File: config.mk
export PLATFORM = sky130hd
export DESIGN_NAME = ysyx_25020047_lsu
export DESIGN_NICKNAME = d
export VERILOG_FILES = /design/src/rtl/ysyx_25020047_lsu.sv
export SDC_FILE = /design/constraint.sdc
export NUM_CORES = 1
export LEC_CHECK = 0
export BUFFER_PORTS_ARGS = -buffer_cell sky130_fd_sc_hd__buf_2
export CELL_PAD_IN_SITES_DETAIL_PLACEMENT = 0
export CELL_PAD_IN_SITES_GLOBAL_PLACEMENT = 1
export CORE_ASPECT_RATIO = 0.7
export CORE_MARGIN = 2
export CORE_UTILIZATION = 38
export CTS_CLUSTER_DIAMETER = 30
export DETAILED_ROUTE_END_ITERATION = 7
export PLACE_DENSITY = 0.78
export REMOVE_ABC_BUFFERS = 1
export SLEW_MARGIN = 20
export SYNTH_ARGS = -nofsm -noshare
export SYNTH_HDL_FRONTEND = slang
export SYNTH_SLANG_ARGS = --single-unit
export TNS_END_PERCENT = 100
File: constraint.sdc
create_clock -name clk -period 2.9 [get_ports clk]
set_input_delay 0.435 -clock clk [delete_from_list [all_inputs] [get_ports clk]]
set_output_delay 0.435 -clock clk [all_outputs]
set_load 0.1 [all_outputs]
File: src/rtl/ysyx_25020047_lsu.sv
// Load/store unit: accepts one core memory request at a time and runs it on a
// multi-cycle SRAM-style bus, with byte strobes, misalignment and timeout errors.
module ysyx_25020047_lsu #(
   parameter int unsigned TIMEOUT = 255
) (
   input  logic        clk,
   input  logic        rst_n,
   input  logic        req_valid,
   output logic        req_ready,
   input  logic        req_write,
   input  logic        req_size,
   input  logic [31:0] req_addr,
   input  logic [31:0] req_wdata,
   output logic        resp_valid,
   input  logic        resp_ready,
   output logic [31:0] resp_rdata,
   output logic        resp_err,
   output logic        mem_valid,
   input  logic        mem_ready,
   output logic        mem_wen,
   output logic [31:0] mem_addr,
   output logic [31:0] mem_wdata,
   output logic [3:0]  mem_wstrb,
   input  logic        mem_rvalid,
   input  logic [31:0] mem_rdata
);

   typedef enum logic [1:0] {IDLE, ISSUE, WAIT, RESP} state_t;

   localparam logic [15:0] CNT_LAST = 16'(TIMEOUT - 1);

   state_t      state, state_nxt;
   logic [31:0] addr_q, wdata_q;
   logic        size_q, write_q;
   logic [15:0] cnt_q;
   logic [31:0] load_data;
   logic        accept, misaligned, timeout_hit;

   assign req_ready   = rst_n && (state == IDLE);
   assign mem_valid   = (state == ISSUE);
   assign resp_valid  = (state == RESP);
   assign accept      = req_valid && req_ready;
   assign misaligned  = req_size && (req_addr[1:0] != 2'b00);
   assign timeout_hit = (cnt_q == CNT_LAST);

   // Bus fields come only from captured flops, so they hold steady through an ISSUE stall.
   assign mem_addr  = {addr_q[31:2], 2'b00};
   assign mem_wen   = write_q;
   assign mem_wdata = size_q ? wdata_q : {4{wdata_q[7:0]}};
   assign mem_wstrb = !write_q ? 4'b0000 : (size_q ? 4'b1111 : 4'b0001 << addr_q[1:0]);
   assign load_data = size_q ? mem_rdata : {24'b0, mem_rdata[{addr_q[1:0], 3'b000} +: 8]};

   always_comb begin
      // NOTE: default assigned first so no path through the case infers a latch.
      state_nxt = state;
      case (state)
         IDLE:    if (accept) state_nxt = misaligned ? RESP : ISSUE;
         ISSUE:   if (mem_ready) state_nxt = (write_q || mem_rvalid) ? RESP : WAIT;
         WAIT:    if (mem_rvalid || timeout_hit) state_nxt = RESP;
         RESP:    if (resp_ready) state_nxt = IDLE;
         default: state_nxt = IDLE;
      endcase
   end

   always_ff @(posedge clk or negedge rst_n) begin
      // NOTE: non-blocking assignments so every flop samples pre-edge values.
      if (!rst_n) state <= IDLE;
      else        state <= state_nxt;
   end

   always_ff @(posedge clk or negedge rst_n) begin
      if (!rst_n) begin
         addr_q     <= '0;
         wdata_q    <= '0;
         size_q     <= 1'b0;
         write_q    <= 1'b0;
         cnt_q      <= '0;
         resp_rdata <= '0;
         resp_err   <= 1'b0;
      end else begin
         case (state)
            IDLE: if (accept) begin
               addr_q     <= req_addr;
               wdata_q    <= req_wdata;
               size_q     <= req_size;
               write_q    <= req_write;
               resp_rdata <= '0;
               resp_err   <= misaligned;
            end
            ISSUE: if (mem_ready) begin
               cnt_q    <= '0;
               resp_err <= 1'b0;
               if (!write_q && mem_rvalid) resp_rdata <= load_data;
            end
            WAIT: begin
               cnt_q <= cnt_q + 16'd1;
               // Data arriving in the final counted cycle still beats the timeout.
               if (mem_rvalid) begin
                  resp_rdata <= load_data;
                  resp_err   <= 1'b0;
               end else if (timeout_hit) begin
                  resp_rdata <= '0;
                  resp_err   <= 1'b1;
               end
            end
            default: ;
         endcase
      end
   end

endmodule

* After elaboration in Yosys (flattened, before gate mapping)
Cells that the tools add are included.
Widths: inputs -> output; s select.
** Storage, ports and cells
- Register bits :: 117
- Bits of input ports :: 104
- Word-level logic and storage cells :: 61
** Operators by class
- $add $sub $neg :: 1
- Equality and inequality tests :: 10
- Shift-type cells :: 2
- Mux-type cells :: 24
- Reductions and logical operators :: 16
** Operators with widths (number)
- $mux 32 :: 7
- $pmux 32 s3 :: 1
- $pmux 16 s2 :: 1
- $shiftx 32x6->8 :: 1
- $add 16x1->16 const B :: 1
- $eq 16x8->1 const B :: 1
- $mux 16 :: 1
- $mux 2 :: 5
- $mux 4 :: 2
- $pmux 2 s4 :: 1
- $reduce_and 4->1 :: 2
- $ne 2x1->1 const B :: 3
- $mux 1 :: 5
- $reduce_and 5->1 :: 1
- $eq 2x2->1 const B :: 2
- $logic_and 1x1->1 :: 4
- $ne 2x2->1 const B :: 2
- $reduce_and 2->1 :: 2
- $reduce_bool 2->1 :: 2
- $shl 1x2->4 const A :: 1
- $ne 3x3->1 const B :: 1
- $pmux 1 s3 :: 1
- $reduce_bool 3->1 :: 1
- $eq 2x1->1 const B :: 1
- 3 further kinds :: 4

* Depth between registers and ports, before layout
- Depth in word-level cells :: 5
- Mapped depth :: 9
- Depth with buffers taken out :: 6

* Least setup slack after synthesis
OpenSTA, ideal clock, no wires.
- Path type :: register -> output
- Start :: reg write_q, in the netlist mem_wen
- End :: out mem_wstrb[1]
- Arrival time :: 3243 ps
- Slack :: -778 ps
- Cell stages (with the launch flop) :: 2
- Buffers on the path :: 0
- Cell sequence :: dfrtp_1 a21boi_0
** On the way
- Word-level cells in the longest chain between the ends :: 1
** RTL lines
- from (decl) :: line 34 : logic size_q, write_q;
- from (signal assigned) :: line 86 : write_q <= req_write;
- $mux 4 :: line 50 : assign mem_wstrb = !write_q ? 4'b0000 : (size_q ? 4'b1111 : 4'b0001 << addr_q[1:0]);
- to (decl) :: line 23 : output logic [3:0] mem_wstrb,
Every way passes these cells.

* Worst setup path after layout
- Start :: reg addr_q[0]
- End :: out mem_wstrb[2]
** On the way
- Word-level cells in the longest chain between the ends :: 3
** RTL lines
- from (decl) :: line 33 : logic [31:0] addr_q, wdata_q;
- from (signal assigned) :: line 83 : addr_q <= req_addr;
- $shl 1x2->4 :: line 50
- $mux 4 (2 in a row) :: line 50
Every way passes these cells.

==> metrics.md <==
| Metric | Value |
|---|---|
| Antenna violations before repair | `0` |
| Bufs on Longest Clock Path | `2` |
| Number of placed I/O pins | `about 210` |
| Maximum number of pins on one net before global-route repair | `82` |
| Category of the most critical setup path | `reg -> out` |
| Count of distinct cell types in the synthesized netlist | `between 40 and 50` |
| Wire length of the first global-routing pass | `~23 mm` |
| Library cell contributing the largest single delay on the critical path | `sky130_fd_sc_hd__dfrtp_1` |
| Final-report hold violation count | `0` |
| Share of cells above drive strength 1 | `between 40% and 50%` |
| Maximum clock frequency | `407 MHz` |
| Area share of the largest cell type after synthesis | `between 50 and 60%` |
| Required time of the critical path | `~2.5 ns` |
| Post-route minimum period | `~2.5 ns` |
| Share of synthesized area occupied by flip-flops and latches | `50.2%` |
| Headroom to the max-slew limit | `between 40% and 50%` |
| Clock tree from TritonCTS | `built` |
| Half-perimeter wire length after detailed placement | `10.9 mm` |
| Starting Density | `39.3%` |
| Path type of the worst min-delay path | `in -> async` |
| Cell-by-cell trace of the critical path | `nand2b_1 -> a21boi_0 -> buf_12` |
| Reg-to-Reg Start | `state[1]` |
| Mean instance size in the synthesized netlist | `10.8 µm²` |
| Num CTS Buffers | `17` |
| Gpl congestion | `~0.81` |
| Final max-slew violation count | `0` |
| Fill cell instance count of the final layout | `between 1k and 1.5k` |
| Number of H-tree levels | `4` |
| Resized cells post-CTS | `0` |
| Total clock sinks | `~120` |
| Worst-case clock skew | `0.00994 ns` |
| Core Box Area | `between 10000 and 15000 µm²` |
| Hold Buf Count CTS | `0` |
| Dominant synthesized flop cell | `sky130_fd_sc_hd__dfrtp_1` |
| Clock latency at the later pin of the worst-skew pair | `slightly above 0.4 ns` |
| All-layer global routing usage | `17.9%` |
| Syn Std Cell Area | `5840 µm²` |
| Startpoint type of the worst setup path | `flip-flop` |
| Gate Count Post-Synth | `540` |
| Clk root buf | `sky130_fd_sc_hd__clkbuf_16` |
| Outcome | `finished clean` |
| Final nets | `around 820` |
| Antenna Cells | `0` |
| Final setup viols | `0` |
| Avg WL per Cell | `about 16 µm` |
| Total Routed Length | `between 10 and 15 mm` |
| Number of register bits inferred by synthesis | `approximately 120` |
| CP arrival | `2.02 ns` |
| Average vias per placed instance | `slightly below 5` |
| Vertical extent of the die | `108 µm` |
| Vias | `about 4.5k` |
| Setup repair after global routing missed its margin | `no` |
| Setup Total Neg Slack | `0 ns` |
| Setup repair bufs after CTS | `0` |
| Clock-pin slew of the registers on the worst-case setup and hold paths | `roughly 0.060 ns` |
| Remaining antenna violation count | `0` |
| Top area cells in the synthesized netlist | `sky130_fd_sc_hd__dfrtp_1, sky130_fd_sc_hd__mux2_2, sky130_fd_sc_hd__mux2i_1, sky130_fd_sc_hd__nand2_1, sky130_fd_sc_hd__buf_4` |
| Number of flops mapped to enable cells by yosys | `0` |
| Yosys warnings | `0` |
| Crit Path Max Fanout | `15` |
| GRT Residual Overflow | `0` |
| MaxCap Viol Count | `0` |
| Drt initial violations | `around 230` |
| Router iterations before antenna repair | `4` |
| Flop2flop setup slack | `around 0.54 ns` |
| Fraction of the cycle the final worst path needs | `between 80% and 90%` |
| Timing endpoint of the critical path | `mem_wstrb[2]` |
| Ys async rst share | `100%` |
| Crit path from | `addr_q[0]` |
| Via count of the first global-routing pass | `between 4k and 5k` |
| Area of the die | `about 16000 µm²` |
| Width of the chip | `around 150 µm` |
| Endpoint of the worst-slack reg-to-reg timing path | `cnt_q[14]` |
| Worst Tran Pin Value | `0.756 ns` |
| Crit path capture type | `primary output` |
| Buffers on Ports | `206` |
| Library cell with the largest summed area after synthesis | `sky130_fd_sc_hd__dfrtp_1` |
| Number of rows created at floorplan | `37` |
| Worst reg-to-reg path cell count | `6` |
| CP peak stage delay | `just under 0.6 ns` |
| Post-route DRC violation count | `0` |
| Layout area overhead | `27.5%` |
==> kinds of logic after synthesis <==
logic type	synth area share, %
other	0.0642
AOI/OAI and AO/OA	6.09
DFF	50.2
and+or+nand+nor	11.4
adders and majority gates	1.29
buffers and inverters	10.1
xor gates and xnor gates	0.300
muxes	20.7
==> metrics by stage <==
| stage | instance area (µm²) | cells | hold WS [ns] | utilization [%] | worst slack, ns |
|---|---|---|---|---|---|
| 2_1_floorplan | 5410 | 474 | 0.139 | - | -0.876 |
| 3_3_place_gp | 6810 | 883 | 0.483 | 45.8 | 0.659 |
| 3_5_place_dp | 6810 | 883 | 0.491 | 45.8 | 0.550 |
| 4_1_cts | 7440 | 915 | 0.0998 | 50.0 | 0.404 |
| 5_1_grt | 7440 | 915 | 0.133 | 50.1 | 0.309 |
| 6_report | 7440 | 915 | 0.0973 | 50.1 | 0.441 |
==> synthesized netlist by cell type, drive strengths merged, types with 4 or more instances <==
library cell / instances
ha: 6
inv: 40
mux2: 68
o221ai: 8
mux2i: 44
nand3: 5
or3: 4
nor2: 7
buf: 46
dfrtp: 117
a21oi: 13
o31ai: 6
nand2: 91
or4: 7
nor3: 6
nor2b: 4
a2bb2oi: 7
clkbuf: 21
nand2b: 4
o21ai: 10
==> how the worst min path moves through the flow <==
stage | startpoint | to | slack (ns)
finish | rst_n | resp_rdata[4] | 0.1
global placement | addr_q[13] | addr_q[13] | 0.48
global route | rst_n | resp_rdata[4] | 0.13
detailed placement | addr_q[9] | addr_q[9] | 0.49
floorplan | rst_n | addr_q[0] | 0.14
CTS | rst_n | resp_rdata[4] | 0.1
==> registers in the layout (all words and copies together) (netlist names) <==
| name | count |
|---|---|
| cnt_q | 16 |
| resp_err | 1 |
| mem_wen | 1 |
| wdata_q | 32 |
| state | 2 |
| addr_q | 32 |
| size_q | 1 |
| resp_rdata | 32 |
==> worst max-delay path, delay by kind of cell (launching register included) <==
family	cells	cell delay, ns
AOI/OAI and AO/OA	1	0.42
buffers and inverters	1	0.23
DFF	1	0.59
and+or+nand+nor	1	0.38
==> cell usage in the layout (no fill, tap or decap), types with 5 or more instances in the layout <==
cell	synthesis	layout
sky130_fd_sc_hd__ha_1	6	6
sky130_fd_sc_hd__nor3_1	6	5
sky130_fd_sc_hd__inv_1	39	39
sky130_fd_sc_hd__nand3_1	5	5
sky130_fd_sc_hd__o31ai_1	6	6
sky130_fd_sc_hd__mux2i_1	44	44
sky130_fd_sc_hd__clkbuf_16	0	17
sky130_fd_sc_hd__buf_2	1	203
sky130_fd_sc_hd__o21ai_0	10	10
sky130_fd_sc_hd__a21oi_1	13	13
sky130_fd_sc_hd__or4_1	7	7
sky130_fd_sc_hd__nand2_1	91	90
sky130_fd_sc_hd__dfrtp_1	117	117
sky130_fd_sc_hd__nor2_1	7	7
sky130_fd_sc_hd__buf_4	41	6
sky130_fd_sc_hd__clkinv_4	0	5
sky130_fd_sc_hd__mux2_2	68	68
sky130_fd_sc_hd__a2bb2oi_1	7	7
sky130_fd_sc_hd__o221ai_1	8	8
==> layer usage <==
layer  vias to the layer above  track usage, %  routed length [µm]
li1                       2124               -                   -
met4                         0            3.74                 105
met2                       160            29.2                7040
met5                         -               0                   0
met3                         9            5.19                1000
met1                      2213            24.0                6670
==> layout make-up <==
type	instances	area [µm²]	share of cell area [%]
repair buffers	214	1150	15.5
clock buffers	18	429	5.77
inverters	40	150	2.02
clock inverters	14	201	2.71
multi-input cells	317	2340	31.4
flip-flops and latches	117	2930	39.3
well taps	195	244	3.28
Power is left out: the tool's default activity adds up to more than one toggle a clock period on the data nets, which glitch-free logic cannot reach.
